--- config.mk ---
export PLATFORM = sky130hd
export DESIGN_NAME = karatsuba_mul_seq_flat
export DESIGN_NICKNAME = d
export VERILOG_FILES = /design/src/rtl/karatsuba_pkg.sv /design/src/rtl/karatsuba_mul_seq_if.sv /design/src/rtl/karatsuba_shared_mul.sv /design/src/rtl/karatsuba_mul_seq.sv /design/src/flat_wrapper.sv
export SDC_FILE = /design/constraint.sdc
export NUM_CORES = 1
export LEC_CHECK = 0
export ABC_AREA = 1
export CORE_UTILIZATION = 40
export CTS_CLUSTER_SIZE = 25
export DETAILED_ROUTE_END_ITERATION = 8
export GPL_TIMING_DRIVEN = 0
export PLACE_DENSITY = 0.55
export SLEW_MARGIN = 20
export SYNTH_ARGS = -nofsm -noshare
export SYNTH_HDL_FRONTEND = slang
export SYNTH_SLANG_ARGS = --single-unit
--- constraint.sdc ---
create_clock -name clk -period 5.7 [get_ports clk]
set_input_delay 0.855 -clock clk [delete_from_list [all_inputs] [get_ports clk]]
set_output_delay 0.855 -clock clk [all_outputs]
set_load 0.005 [all_outputs]
--- src/rtl/karatsuba_pkg.sv ---
// Shared constants for the sequential Karatsuba multiplier.
// FSM state encoding plus width helpers for the half-word datapath.
package karatsuba_pkg;

  localparam logic [2:0] S_IDLE    = 3'd0;
  localparam logic [2:0] S_MUL_Z0  = 3'd1;
  localparam logic [2:0] S_MUL_Z2  = 3'd2;
  localparam logic [2:0] S_MUL_M   = 3'd3;
  localparam logic [2:0] S_COMBINE = 3'd4;
  localparam logic [2:0] S_DONE    = 3'd5;

  function automatic int half_w(input int w);
    return w / 2;
  endfunction

  function automatic int prod_w(input int h);
    return 2 * h;
  endfunction

  function automatic int m_w(input int h);
    return 2 * h + 2;
  endfunction

endpackage

--- src/rtl/karatsuba_mul_seq_if.sv ---
// Operand/result handshake bundle for karatsuba_mul_seq.
// master drives in_valid/a/b/out_ready (and tc with KARATSUBA_SIGNED_EN).
interface karatsuba_mul_seq_if #(
  parameter int WIDTH = 16
);
  logic               in_valid;
  logic               in_ready;
  logic [WIDTH-1:0]   a;
  logic [WIDTH-1:0]   b;
  logic               out_valid;
  logic               out_ready;
  logic [2*WIDTH-1:0] p;
  logic               busy;
`ifdef KARATSUBA_SIGNED_EN
  logic               tc;

  modport master (
    output in_valid, a, b, tc, out_ready,
    input  in_ready, out_valid, p, busy
  );
  modport slave (
    input  in_valid, a, b, tc, out_ready,
    output in_ready, out_valid, p, busy
  );
`else
  modport master (
    output in_valid, a, b, out_ready,
    input  in_ready, out_valid, p, busy
  );
  modport slave (
    input  in_valid, a, b, out_ready,
    output in_ready, out_valid, p, busy
  );
`endif
endinterface

--- src/rtl/karatsuba_shared_mul.sv ---
// Combinational (HALF+1)x(HALF+1) unsigned multiply, reused 3x per op.
// Ports: x_i, y_i operands; p_o full 2*HALF+2 bit product.
module karatsuba_shared_mul #(
  parameter int HALF = 8
) (
  input  logic [HALF:0]     x_i,
  input  logic [HALF:0]     y_i,
  output logic [2*HALF+1:0] p_o
);

  assign p_o = x_i * y_i;

endmodule

--- src/rtl/karatsuba_mul_seq.sv ---
// Multi-cycle Karatsuba multiplier: z0, z2, m on one shared multiplier.
// Ports: clk, rst (async, high), bus (slave handshake). KARATSUBA_SIGNED_EN adds tc.
module karatsuba_mul_seq
  import karatsuba_pkg::*;
#(
  parameter int WIDTH        = 16,
  parameter bit HOLD_ON_IDLE = 1'b1
) (
  input  logic           clk,
  input  logic           rst,
  karatsuba_mul_seq_if.slave bus
);

  localparam int HALF = half_w(WIDTH);
  localparam int PW   = prod_w(HALF);
  localparam int MW   = m_w(HALF);
  localparam int W2   = 2 * WIDTH;

  logic [2:0]      state_q, state_d;
  logic [HALF-1:0] a0_q, a1_q, b0_q, b1_q;
  logic [HALF:0]   sa_q, sb_q;
  logic [PW-1:0]   z0_q, z2_q;
  logic [MW-1:0]   m_q;
  logic [W2-1:0]   p_q;
  logic            ov_q;

  logic [WIDTH-1:0] opa, opb;
  logic [HALF:0]    mx, my;
  logic [MW-1:0]    mp;
  logic [MW-1:0]    z1;
  logic [W2-1:0]    prod, pres;
  logic             in_ready, accept, handoff;

  assign in_ready = (state_q == S_IDLE) ||
                    ((state_q == S_DONE) && bus.out_ready);
  assign accept   = bus.in_valid & in_ready;
  assign handoff  = ov_q & bus.out_ready;

  assign bus.in_ready  = in_ready;
  assign bus.out_valid = ov_q;
  assign bus.p         = p_q;
  assign bus.busy      = (state_q != S_IDLE);

`ifdef KARATSUBA_SIGNED_EN
  logic neg_q, neg_d;

  // Magnitude of the most negative value still fits in WIDTH unsigned bits.
  always_comb begin
    opa   = bus.a;
    opb   = bus.b;
    neg_d = 1'b0;
    if (bus.tc) begin
      if (bus.a[WIDTH-1]) opa = -bus.a;
      if (bus.b[WIDTH-1]) opb = -bus.b;
      neg_d = bus.a[WIDTH-1] ^ bus.b[WIDTH-1];
    end
  end

  assign pres = neg_q ? -prod : prod;
`else
  assign opa  = bus.a;
  assign opb  = bus.b;
  assign pres = prod;
`endif

  always_comb begin
    mx = sa_q;
    my = sb_q;
    case (state_q)
      S_MUL_Z0: begin
        mx = {1'b0, a0_q};
        my = {1'b0, b0_q};
      end
      S_MUL_Z2: begin
        mx = {1'b0, a1_q};
        my = {1'b0, b1_q};
      end
      default: ;
    endcase
  end

  karatsuba_shared_mul #(
    .HALF (HALF)
  ) u_mul (
    .x_i (mx),
    .y_i (my),
    .p_o (mp)
  );

  // m >= z0 + z2 always, so z1 never wraps.
  assign z1 = m_q - {2'b00, z0_q} - {2'b00, z2_q};

  assign prod = ({{(W2-PW){1'b0}}, z2_q} << WIDTH)
              + ({{(W2-MW){1'b0}}, z1}   << HALF)
              +  {{(W2-PW){1'b0}}, z0_q};

  always_comb begin
    state_d = state_q;
    case (state_q)
      S_IDLE:    if (accept) state_d = S_MUL_Z0;
      S_MUL_Z0:  state_d = S_MUL_Z2;
      S_MUL_Z2:  state_d = S_MUL_M;
      S_MUL_M:   state_d = S_COMBINE;
      S_COMBINE: state_d = S_DONE;
      S_DONE:
        if (handoff) state_d = accept ? S_MUL_Z0 : S_IDLE;
      default:   state_d = S_IDLE;
    endcase
  end

  always_ff @(posedge clk or posedge rst) begin
    if (rst) begin
      state_q <= S_IDLE;
      a0_q    <= '0;
      a1_q    <= '0;
      b0_q    <= '0;
      b1_q    <= '0;
      sa_q    <= '0;
      sb_q    <= '0;
      z0_q    <= '0;
      z2_q    <= '0;
      m_q     <= '0;
      p_q     <= '0;
      ov_q    <= 1'b0;
`ifdef KARATSUBA_SIGNED_EN
      neg_q   <= 1'b0;
`endif
    end else begin
      state_q <= state_d;
      if (accept) begin
        a0_q <= opa[HALF-1:0];
        a1_q <= opa[WIDTH-1:HALF];
        b0_q <= opb[HALF-1:0];
        b1_q <= opb[WIDTH-1:HALF];
        sa_q <= {1'b0, opa[HALF-1:0]} + {1'b0, opa[WIDTH-1:HALF]};
        sb_q <= {1'b0, opb[HALF-1:0]} + {1'b0, opb[WIDTH-1:HALF]};
`ifdef KARATSUBA_SIGNED_EN
        neg_q <= neg_d;
`endif
      end
      if (state_q == S_MUL_Z0) z0_q <= mp[PW-1:0];
      if (state_q == S_MUL_Z2) z2_q <= mp[PW-1:0];
      if (state_q == S_MUL_M)  m_q  <= mp;
      if (state_q == S_COMBINE) begin
        p_q  <= pres;
        ov_q <= 1'b1;
      end else if (handoff) begin
        ov_q <= 1'b0;
        if (!HOLD_ON_IDLE) p_q <= '0;
      end
    end
  end

endmodule

--- src/flat_wrapper.sv ---
// flat-port wrapper written by rule: the top's interface ports become plain ports
module karatsuba_mul_seq_flat import karatsuba_pkg::*;
#(
  parameter int WIDTH        = 16,
  parameter bit HOLD_ON_IDLE = 1'b1
)
  (clk, rst, bus_in_valid, bus_a, bus_b, bus_out_ready, bus_in_ready, bus_out_valid, bus_p, bus_busy);
  karatsuba_mul_seq_if #(.WIDTH(WIDTH)) bus_i ();
  input  logic clk;
  input  logic rst;
  input wire logic [$bits(bus_i.in_valid)-1:0] bus_in_valid;
  input wire logic [$bits(bus_i.a)-1:0] bus_a;
  input wire logic [$bits(bus_i.b)-1:0] bus_b;
  input wire logic [$bits(bus_i.out_ready)-1:0] bus_out_ready;
  output wire logic [$bits(bus_i.in_ready)-1:0] bus_in_ready;
  output wire logic [$bits(bus_i.out_valid)-1:0] bus_out_valid;
  output wire logic [$bits(bus_i.p)-1:0] bus_p;
  output wire logic [$bits(bus_i.busy)-1:0] bus_busy;
  assign bus_i.in_valid = bus_in_valid;
  assign bus_i.a = bus_a;
  assign bus_i.b = bus_b;
  assign bus_i.out_ready = bus_out_ready;
  assign bus_in_ready = bus_i.in_ready;
  assign bus_out_valid = bus_i.out_valid;
  assign bus_p = bus_i.p;
  assign bus_busy = bus_i.busy;
  karatsuba_mul_seq #(.WIDTH(WIDTH), .HOLD_ON_IDLE(HOLD_ON_IDLE)) u_core (.clk(clk), .rst(rst), .bus(bus_i));
endmodule
# ---- Yosys cells after proc, flatten, opt, wreduce, memory -nomap -nowiden
# Cells that the tools add are included.
# W data, S select, Z words.
dict set report word_totals {
  ff_bits 136
  in_bits 36
  output_inout_bits 35
  wordCells 42
}
dict set report op_classes {
  n_addsub 6
  multipliers 1
  n_eq_ne 7
  n_mux 8
  n_bitwise 2
  reduce_logical 6
}
# operator n
set op_table {}
lappend op_table {{$pmux W9 S2} 2}
lappend op_table {{$sub A18 B16 Y18} 2}
lappend op_table {{$add A32 B16 Y32} 1}
lappend op_table {{$add A32 B26 Y32} 1}
lappend op_table {{$add A8 B8 Y9} 2}
lappend op_table {{$mul A9 B9 Y18} 1}
lappend op_table {{$pmux W3 S6} 1}
lappend op_table {{$eq A3 B2 Y1 const B} 2}
lappend op_table {{$eq A3 B3 Y1 const B} 2}
lappend op_table {{$mux W3} 2}
lappend op_table {{$ne A2 B1 Y1 const B} 2}
lappend op_table {{$eq A3 B1 Y1 const B} 1}
lappend op_table {{$logic_not A3 Y1} 1}
lappend op_table {{$mux W1} 3}
lappend op_table {{$reduce_bool A3 Y1} 1}
lappend op_table {{$and A1 B1 Y1} 2}
lappend op_table {{$reduce_and A2 Y1} 1}
lappend op_table {{$reduce_bool A2 Y1} 1}
lappend op_table {{$logic_and A1 B1 Y1} 1}
lappend op_table {{$logic_or A1 B1 Y1} 1}

# ---- Depth between registers and ports, before layout
# Gate-level depths: netlist of the first run.
dict set report logic_depth {
  ltp_word 7
  mapped_depth 27
}

# ---- By module
# A second synthesis of the first run with hierarchy kept.
dict set report hier_totals {
  hier_cells 1624
  hier_area_um2 11793.8
}
# mod instances cells_per_inst area_per_inst_um2
set modules_own_cells {}
lappend modules_own_cells {karatsuba_mul_seq 1 1187 8896.0}
lappend modules_own_cells {karatsuba_shared_mul 1 437 2897.8}

# ---- Worst setup path before layout of the first run
# OpenSTA, ideal clock, no wires.
dict set report synth_path {
  kind {register -> register}
  startpoint {reg u_core.state_q[2]}
  endpoint {reg u_core.z0_q[12]}
  arrival_ps 4561
  slack_ps 1006
  path_stages_with_launch 24
  n_path_buf 2
  synth_period_minus_slack_ps 4694
  path_cell_list {dfrtp_1 > inv_2 > nand3_2 > buf_4 > buf_6 > o22ai_1 > a21oi_2 > inv_2 > nand2_1 > fa_1 > inv_1 > fa_1 > inv_1 > fa_1 > fa_1 > inv_1 > ha_1 > nand2_1 > o21ai_0 > nand3_1 > nand2_1 > nand2_1 > nand3_1 > o21ai_0}
}
dict set report synth_via {
  elab_chain_cells 3
  elab_cells_between_ends 5
  classes_between {1 x mul; 2 x eq/ne; 2 x mux}
}
# item line
set synth_lines {}
lappend synth_lines {{start: declaration} karatsuba_mul_seq.sv:19} ;# logic [2:0] state_q, state_d;
lappend synth_lines {{start signal: assignment} karatsuba_mul_seq.sv:129} ;# state_q <= state_d;
lappend synth_lines {{$eq A3 B2 Y1 or $eq A3 B1 Y1 (tied branches)} {karatsuba_mul_seq.sv:69, karatsuba_mul_seq.sv:141}}
lappend synth_lines {{$pmux W9 S2} karatsuba_mul_seq.sv:69} ;# case (state_q)
lappend synth_lines {{$mul A9 B9 Y18} karatsuba_shared_mul.sv:11} ;# assign p_o = x_i * y_i;
lappend synth_lines {{end signal: assignment} karatsuba_mul_seq.sv:141} ;# if (state_q == S_MUL_Z0) z0_q <= mp[PW-1:0];
lappend synth_lines {{end: declaration} karatsuba_mul_seq.sv:22} ;# logic [PW-1:0] z0_q, z2_q;
# Several ways; a longest one is shown, not always the timed one.
# A chain may end at the register's enable or synchronous reset.

# ---- Worst setup path after layout of the first run
dict set report layout_path {
  startpoint {reg u_core.state_q[2]}
  endpoint {reg u_core.z2_q[15]}
}
dict set report layout_via {
  elab_chain_cells 3
  elab_cells_between_ends 5
  classes_between {1 x mul; 2 x eq/ne; 2 x mux}
}
# item line
set layout_lines {}
lappend layout_lines {{$eq A3 B2 Y1 or $eq A3 B1 Y1 (tied branches)} {karatsuba_mul_seq.sv:69, karatsuba_mul_seq.sv:142}}
lappend layout_lines {{$pmux W9 S2} karatsuba_mul_seq.sv:69}
lappend layout_lines {{$mul A9 B9 Y18} karatsuba_shared_mul.sv:11}
lappend layout_lines {{end signal: assignment} karatsuba_mul_seq.sv:142} ;# if (state_q == S_MUL_Z2) z2_q <= mp[PW-1:0];
lappend layout_lines {{end: declaration} karatsuba_mul_seq.sv:22}
# Several ways; a longest one is shown, not always the timed one.

==> results of run 1 <==
==> worst reg2reg max path, delay by kind of cell, from the launching register on <==
| family | cells | cell delay, ns |
|---|---|---|
| fa+ha+maj | 5 | 2.44 |
| compound gates | 5 | 1.03 |
| buf+inv | 5 | 0.64 |
| simple gates | 5 | 0.67 |
| flops | 1 | 0.45 |
==> registers in the layout, indices dropped and copies added, names as in the netlist, 3 cells and up <==
name and flops:
u_core.a1_q 8, u_core.state_q 3, u_core.a0_q 8, u_core.sb_q 9
u_core.m_q 18, u_core.z0_q 16, u_core.z2_q 16, u_core.bus.p 32
u_core.b1_q 8, u_core.b0_q 8, u_core.sa_q 9
==> per-stage QoR <==
step | hold WS [ns] | util (%) | worst slack [ns] | instance area (um2) | cells
6_report | 0.479 | 47.5 | 0.334 | 13300 | 2001
5_1_grt | 0.498 | 47.5 | 0.0406 | 13300 | 2001
4_1_cts | 0.484 | 47.5 | 0.187 | 13300 | 2001
3_5_place_dp | 0.464 | 45.3 | 0.219 | 12600 | 1969
3_3_place_gp | 0.461 | 45.1 | -0.969 | 12600 | 1968
2_1_floorplan | 0.449 | - | 1.01 | 11400 | 1520
==> routing by layer <==
metal | share of wire [%] | global-route usage (%) | vias up
met5 | 0 | 0 | -
met4 | 2.1 | 6.72 | 0
met3 | 3.2 | 3.28 | 39
met2 | 49 | 41.4 | 192
met1 | 46 | 30.2 | 4773
li1 | - | - | 4974
==> cells in the final DEF (no fill, tap or decap), types with 5 or more instances in the layout <==
cell,n
nand3_1,90
inv_1,248
a31oi_1,9
fa_1,69
a21oi_2,6
nand3b_1,8
a21oi_1,48
xor2_1,12
inv_8,6
nand2_1,438
o21ai_2,5
clkdlybuf4s50_1,70
and2_1,5
dfrtp_1,136
clkbuf_16,17
buf_2,13
or2_2,7
o21bai_1,6
ha_1,91
nor2_1,111
o21ai_1,5
o22ai_1,14
xnor2_1,15
inv_2,15
nand4_1,15
o21ai_0,105
clkbuf_1,10
a21oi_4,9
==> worst max-delay path by stage <==
stage	to	startpoint	cells past startpoint	slack, ns
after global routing	u_core.z0_q[10]	u_core.state_q[2]	21	0.04
after CTS	u_core.z0_q[10]	u_core.state_q[2]	21	0.19
after global placement	u_core.m_q[15]	rst	2	-0.97
final	u_core.z2_q[15]	u_core.state_q[2]	20	0.33
after floorplan	u_core.z0_q[12]	u_core.state_q[2]	23	1.01
after detailed placement	u_core.z0_q[10]	u_core.state_q[2]	21	0.22
==> logic make-up (layout without fill, tap and decap cells) <==
kind of cell,count (synthesis),after routing,share of synthesized area [%]
fa+ha+maj,160,160,22.0
compound gates,216,216,11.2
xor+xnor,27,27,2.07
simple gates,685,685,24.6
flops,136,136,29.8
buf+inv,296,399,10.3
==> layout make-up <==
type                       count  area share, %
multi-input combinational   1088           51.7
sequential                   136           25.6
inverter                     266           7.60
timing repair buffer          71           5.48
tap                          378           3.56
clock buffer                  17           3.20
clock inverter                15           1.49
buffer                        30           1.34
==> what timing repair did <==
item / CTS / global route
setup endpoints to repair: 0 / 4
buffers inserted: 0 / 0
gates resized for setup: 0 / 2
==> flow_summary.ini, run 1 <==
[synthesis]
yosysMostFrequentCell = nand2_1
synth.cell_area_um2 = 11400
synth_ff_type = dfrtp_1
avgSynthCellArea_um2 = 7.53
synth-edff-count = 0
yosys_register_bits = 136
yosysSeqAreaShare_pct = 29.8
synthesis.nets = 1716
synth_commonest_cells = 438 x nand2_1, 249 x inv_1, 136 x dfrtp_1, 111 x nor2_1, 106 x o21ai_0
ys_warn_count = 0
synth_top_area_share_pct = 29.8
synthCells = 1520
yosysUniqueCellTypes = 40
synthTopCellsByArea = dfrtp_1 30%, nand2_1 14%, fa_1 12%, ha_1 10%, inv_1 8.2%
yosysTopAreaCell = dfrtp_1
synthArstFlopShare_pct = 100

[route]
vias = 9978
drt_iter0_markers = 639
final_antenna_net_count = 0
drcViolationCount = 0
routed_via_density = 4.99
wl_per_cell_um = 16.0
wl_um = 32000
drtPass1Iterations = 6

[worst_setup_path]
required_ns = 5.99
cp_num_buf_inv = 5
worstSetupEndpointType = register
cp_top_family = adder cells
r2r_cells = 20
start_kind = register
reg2reg_to = u_core.z2_q[15]
cp.arrival_ns = 5.65
rr_startpoint = u_core.state_q[2]
path_class = register to register
slowest_stage = fa_1
cpPeakStageDelay_ns = 0.54
worstPathCellList = inv_2 -> nand3_2 -> buf_4 -> buf_6 -> o22ai_1 -> a21oi_4 -> nor2_1 -> fa_1 -> fa_1 -> fa_1 -> inv_1 -> fa_1 -> inv_1 -> ha_1 -> a21oi_1 -> o21ai_0 -> nand2_1 -> nand4_1 -> nand3_1 -> o21ai_0
critical-path-top-cell-by-count = fa_1
worst-path-max-fanout = 10
rrSetupSlack_ns = 0.33

[finish]
multi_input_area_um2 = 6860
antenna_cells = 0
final_nets = 1806
areaGrowthSynthToFinish_pct = 16.1
drive_gt1_share_pct = 6.22
regArea_um2 = 3400
n_fill_cell = 2913

[cts]
cts_tree = built
clk_latency_ns = 0.44
cts_hold_buf = 0
root_buffer = clkbuf_16
h-tree-depth = 4
path_clk_slew_ns = 0.07
cts_buffers = 17
clk_path_buf_depth = 2
numClockSinks = 136

[timing]
slew_violations = 0
hold_viol = 0
min_period_ns = 5.37
period_share_pct = 94.1
worstMarginPinSlew_ns = 0.965
max_slew_margin_pct = 35.3
setup_tns_ns = 0
rsz0062_at_grt = false
finalClockSkew_ns = 0.0152
finalSetupViolCount = 0
clock.fmax_mhz = 186

[global_route]
grt_pass1_vias = 10100
antenna_found_initial = 0
grt_max_degree = 99
grt_usage_pct = 23.6
grt_first_pass_wirelength_um = 53000
grt-ovfl-total = 0

[job]
maxCapViolations = 0

[floorplan]
dieArea_um2 = 29300
die_h_um = 171
core-area_um2 = 27900
num_io_pins = 71
start_util_pct = 40.9
rows = 61
die_w_um = 171

[hold_path]
worstHoldStart = u_core.bus.p[1]
hold_depth = 2
hold_path_class = register to register
min_to = u_core.bus.p[1]

[placed_design]
numPortBuffers = 70
hpwl_um = 26000
place_congestion = 0.939

[outcome]
status = finished clean
Power of run 1 is left out: the tool's default activity adds up to more than one toggle a clock period on the data nets, which glitch-free logic cannot reach.
==> inputs of run 2 (changes only) <==
--- a/config.mk
+++ b/config.mk
@@ -6,11 +6,11 @@
 export NUM_CORES = 1
 export LEC_CHECK = 0
 export ABC_AREA = 1
-export CORE_UTILIZATION = 40
+export CORE_UTILIZATION = 55
 export CTS_CLUSTER_SIZE = 25
 export DETAILED_ROUTE_END_ITERATION = 8
 export GPL_TIMING_DRIVEN = 0
-export PLACE_DENSITY = 0.55
+export PLACE_DENSITY = 0.73
 export SLEW_MARGIN = 20
 export SYNTH_ARGS = -nofsm -noshare
 export SYNTH_HDL_FRONTEND = slang
==> run 2 against run 1 <==
  * Die area is 27% lower
  * Global-route usage is 6.7 points higher
  * Via count is 1.2% higher
  * Sequential share of layout area is 0.32 points higher
  * Largest cell class unchanged
==> flow_summary.ini, run 2 (same netlist as run 1, synthesis figures left out) <==
[outcome]
status = finished clean

[global_route]
grt_first_pass_wirelength_um = 50600
grt_pass1_vias = 9933
grt_max_degree = 104
grt_usage_pct = 30.3
grt-ovfl-total = 0
antenna_found_initial = 0

[hold_path]
hold_path_class = register to register

[finish]
final_cell_area_um2 = 13100
final_nets = 1806
antenna_cells = 0
final_common_cell = nand2_1
areaGrowthSynthToFinish_pct = 14.6
largest_register_ffs = 32
most-common-layout-cells = 438 x nand2_1, 248 x inv_1, 136 x dfrtp_1
drive_gt1_share_pct = 6.28

[timing]
slew_violations = 0
finalClockSkew_ns = 0.0126
hold_viol = 0
worstMarginPinSlew_ns = 0.981
clock.fmax_mhz = 186
finalSetupViolCount = 0
min_period_ns = 5.37
rsz0062_at_grt = false
period_share_pct = 94.3
max_slew_margin_pct = 34.3

[worst_setup_path]
worst-path-max-fanout = 10
path_class = register to register
cp_top_family = adder cells
cp_num_buf_inv = 7
worstPathCellList = inv_2 -> nand3_2 -> nand2_2 -> inv_4 -> buf_8 -> nand2_1 -> inv_1 -> nand2_1 -> fa_1 -> fa_1 -> inv_1 -> fa_1 -> inv_1 -> fa_1 -> inv_1 -> ha_1 -> a21oi_1 -> o21ai_0 -> nand2_1 -> nand4_1 -> nand3_1 -> o21ai_0
endpoint = u_core.z2_q[15]
start_kind = register
critical_path_depth = 22
cp.arrival_ns = 5.64
cpPeakStageDelay_ns = 0.54
rr_startpoint = u_core.state_q[2]
r2r_cells = 22
slowest_stage = fa_1
required_ns = 5.97
rrSetupSlack_ns = 0.33
crit_path_start = u_core.state_q[2]
reg2reg_to = u_core.z2_q[15]
worstSetupEndpointType = register

[floorplan]
die_w_um = 146
die_h_um = 146
start_util_pct = 56.3
core-area_um2 = 20300
num_io_pins = 71
rows = 52
dieArea_um2 = 21400

[cts]
root_buffer = clkbuf_16
numClockSinks = 136
cts_tree = built
h-tree-depth = 4
path_clk_slew_ns = 0.07
cts_buffers = 17
clk_path_buf_depth = 2
clk_latency_ns = 0.43

[route]
vias = 10100
drcViolationCount = 0
routed_via_density = 5.34
drtPass1Iterations = 5
drt_iter0_markers = 613
wl_per_cell_um = 16.1
final_antenna_net_count = 0
wl_um = 30500

[placed_design]
numPortBuffers = 70
place_congestion = 0.926
hpwl_um = 24800
post_dp_cell_area_um2 = 12500

[job]
maxCapViolations = 0
[run 2: worst reg2reg max path, delay by kind of cell, from the launching register on]
kind                     cells  cell delay, ns
AO/OA/AOI/OAI                3            0.46
adder cells (fa/ha/maj)      5            2.44
buffers and inverters        7            0.85
flip-flops                   1            0.45
AND/OR/NAND/NOR              7            1.00
[run 2: through the flow]
stage	setup TNS, ns	worst slack [ns]	hold WS (ns)	utilization, %	std cells
after floorplan	0	1.01	0.449	-	1520
after global placement	-105.74	-0.793	0.464	61.5	1860
after detailed placement	0	0.223	0.465	61.6	1861
after CTS	0	0.188	0.482	64.5	1893
after global routing	0	0.0399	0.503	64.6	1893
final	0	0.327	0.475	64.6	1893
[run 2: what timing repair did]
action	in CTS	in global routing
setup buffers	0	0
hold buffers	0	0
endpoints found under the setup margin	0	13
resized for setup	0	3
[run 2: area by class of cell]
type                       instances  area (um2)
timing repair buffer              71         728
clock inverter                    14         151
multi-input combinational       1088        6870
tap                              270         338
fill                            1851        7190
buffer                            30         178
inverter                         266        1010
clock buffer                      18         439
sequential                       136        3400
[run 2: worst min path at each step]
stage          slack, ns              from                to  cells after the start
2_1_floorplan       0.45    u_core.sb_q[8]    u_core.sb_q[8]                      2
6_report            0.47  u_core.bus.p[21]  u_core.bus.p[21]                      2
3_3_place_gp        0.46  u_core.bus.p[21]  u_core.bus.p[21]                      2
4_1_cts             0.48  u_core.bus.p[21]  u_core.bus.p[21]                      2
3_5_place_dp        0.46  u_core.bus.p[21]  u_core.bus.p[21]                      2
5_1_grt             0.50  u_core.bus.p[12]  u_core.bus.p[12]                      2
[run 2: layer usage]
layer,vias up,track usage (%),share of wire [%]
met1,4801,41.2,46
met5,-,0,0
met4,0,8.33,1.7
met2,278,50.8,48
li1,4981,-,-
met3,40,4.34,4.7
Power of run 2 is left out for the same reason.
==> inputs of run 3 (changes only) <==
--- a/config.mk
+++ b/config.mk
@@ -9,7 +9,6 @@
 export CORE_UTILIZATION = 55
 export CTS_CLUSTER_SIZE = 25
 export DETAILED_ROUTE_END_ITERATION = 8
-export GPL_TIMING_DRIVEN = 0
 export PLACE_DENSITY = 0.73
 export SLEW_MARGIN = 20
 export SYNTH_ARGS = -nofsm -noshare
==> constraint.sdc (replaced) <==
create_clock -name clk -period 5.8 [get_ports clk]
set_input_delay 0.87 -clock clk [delete_from_list [all_inputs] [get_ports clk]]
set_output_delay 0.87 -clock clk [all_outputs]
set_load 0.005 [all_outputs]
==> run 3 against run 2 <==
  * Clock skew grew 0.0036 ns
  * Design area decreased by 1.1%
  * Non-clock buffer count shrank 24
  * Clock-buffer cell count is the same
  * Maximum frequency is 0.95% lower
  * Via count fell by 1.5%
  * Utilization shrank 0.70 points
  * Critical path depth shrank 1
==> flow_summary.ini, run 3 (same netlist as run 1, synthesis figures left out) <==
[outcome]
status = finished clean

[floorplan]
start_util_pct = 56.3
num_io_pins = 71
die_h_um = 146
die_w_um = 146
dieArea_um2 = 21400
rows = 52
core-area_um2 = 20300

[timing]
rsz0062_at_grt = false
slew_violations = 0
hold_viol = 0
finalClockSkew_ns = 0.0162
min_period_ns = 5.42
max_slew_margin_pct = 34.6
whs_ns = 0.475
finalSetupViolCount = 0
worstMarginPinSlew_ns = 0.979
setup_tns_ns = 0
period_share_pct = 93.5
clock.fmax_mhz = 184

[worst_setup_path]
start_kind = register
path_class = register to register
worstSetupEndpointType = register
required_ns = 6.09
rrSetupSlack_ns = 0.38
cp.arrival_ns = 5.71
worst-path-max-fanout = 12

[route]
final_antenna_net_count = 0
drt_iter0_markers = 700
vias = 9948
drtPass1Iterations = 8
wl_um = 29200
wl_per_cell_um = 15.6
drcViolationCount = 0
routed_via_density = 5.32

[hold_path]
hold_path_class = register to register

[global_route]
grt_usage_pct = 29.2
grt_max_degree = 94
grt_first_pass_wirelength_um = 49000
grt-ovfl-total = 0
antenna_found_initial = 0
grt_pass1_vias = 9863

[cts]
root_buffer = clkbuf_16
cts_buffers = 17
post-cts-setup-buffers = 0
clk_latency_ns = 0.44
path_clk_slew_ns = 0.07
cts_tree = built
numClockSinks = 136
cts_hold_buf = 0
cts_resized = 0
clk_path_buf_depth = 2
h-tree-depth = 4

[job]
maxCapViolations = 0

[finish]
antenna_cells = 0
largest_register_ffs = 32
final_common_cell = nand2_1
finalNonFillerCells = 1869
final_nets = 1782
areaGrowthSynthToFinish_pct = 13.4
most-common-layout-cells = 438 x nand2_1, 248 x inv_1, 136 x dfrtp_1
drive_gt1_share_pct = 5.38

[placed_design]
hpwl_um = 23500
dp_cells = 1837
numPortBuffers = 70
place_congestion = 0.950
==> run 3: cell count changes in the layout (fill, tap and decap cells not counted), sizes merged <==
cell,previous run,this run
buf,21,7
clkbuf,28,18
clkinv,1,3
clkinvlp,4,2
==> run 3: metrics by stage <==
stage | util, % | setup WS (ns) | cell area (um2)
after global routing | 63.9 | 0.0157 | 13000
after detailed placement | 60.9 | 0.375 | 12400
after CTS | 63.7 | 0.304 | 12900
after floorplan | - | 1.11 | 11400
after global placement | 60.9 | 0.491 | 12400
final | 63.9 | 0.376 | 13000
==> run 3: final timing paths <==
path,start,depth (start not counted),end
worst min-delay path,u_core.bus.p[21],2,u_core.bus.p[21]
worst min register to register,u_core.bus.p[21],2,u_core.bus.p[21]
min in group asynchronous,rst,2,u_core.a0_q[6]
worst max register to register,u_core.state_q[1],21,u_core.z0_q[10]
max in group asynchronous,rst,3,u_core.bus.p[29]
worst max-delay path,u_core.state_q[1],21,u_core.z0_q[10]
==> run 3: metal layers <==
layer,GRT usage (%),share of wire (%),up-vias
met2,48.0,47,257
met1,39.8,47,4711
li1,-,-,4928
met3,3.75,3.9,52
met4,9.95,2.5,0
met5,0,0,-
==> run 3: worst max-delay path, cell delays in order (launching register included) <==
cell and delay [ns]:
dfrtp_1 0.44, inv_1 0.16, nand3_2 0.31, buf_4 0.28, inv_2 0.20, a22o_1 0.21, a21oi_2 0.07, inv_2 0.13
nand2_1 0.08, fa_1 0.50, inv_1 0.05, fa_1 0.50, inv_1 0.05, fa_1 0.46, fa_1 0.54, inv_1 0.04
ha_1 0.36, a21oi_1 0.21, o21ai_1 0.16, a21oi_1 0.19, xor2_1 0.23, o21ai_0 0.13
==> run 3: cell type report <==
| type | count | area (um2) |
|---|---|---|
| Sequential cell | 136 | 3400 |
| Fill cell | 1884 | 7330 |
| Tap cell | 270 | 338 |
| Multi-Input combinational cell | 1088 | 6890 |
| Clock inverter | 14 | 151 |
| Inverter | 266 | 1010 |
| Clock buffer | 18 | 429 |
| Timing Repair Buffer | 77 | 753 |
Power of run 3 is left out for the same reason.
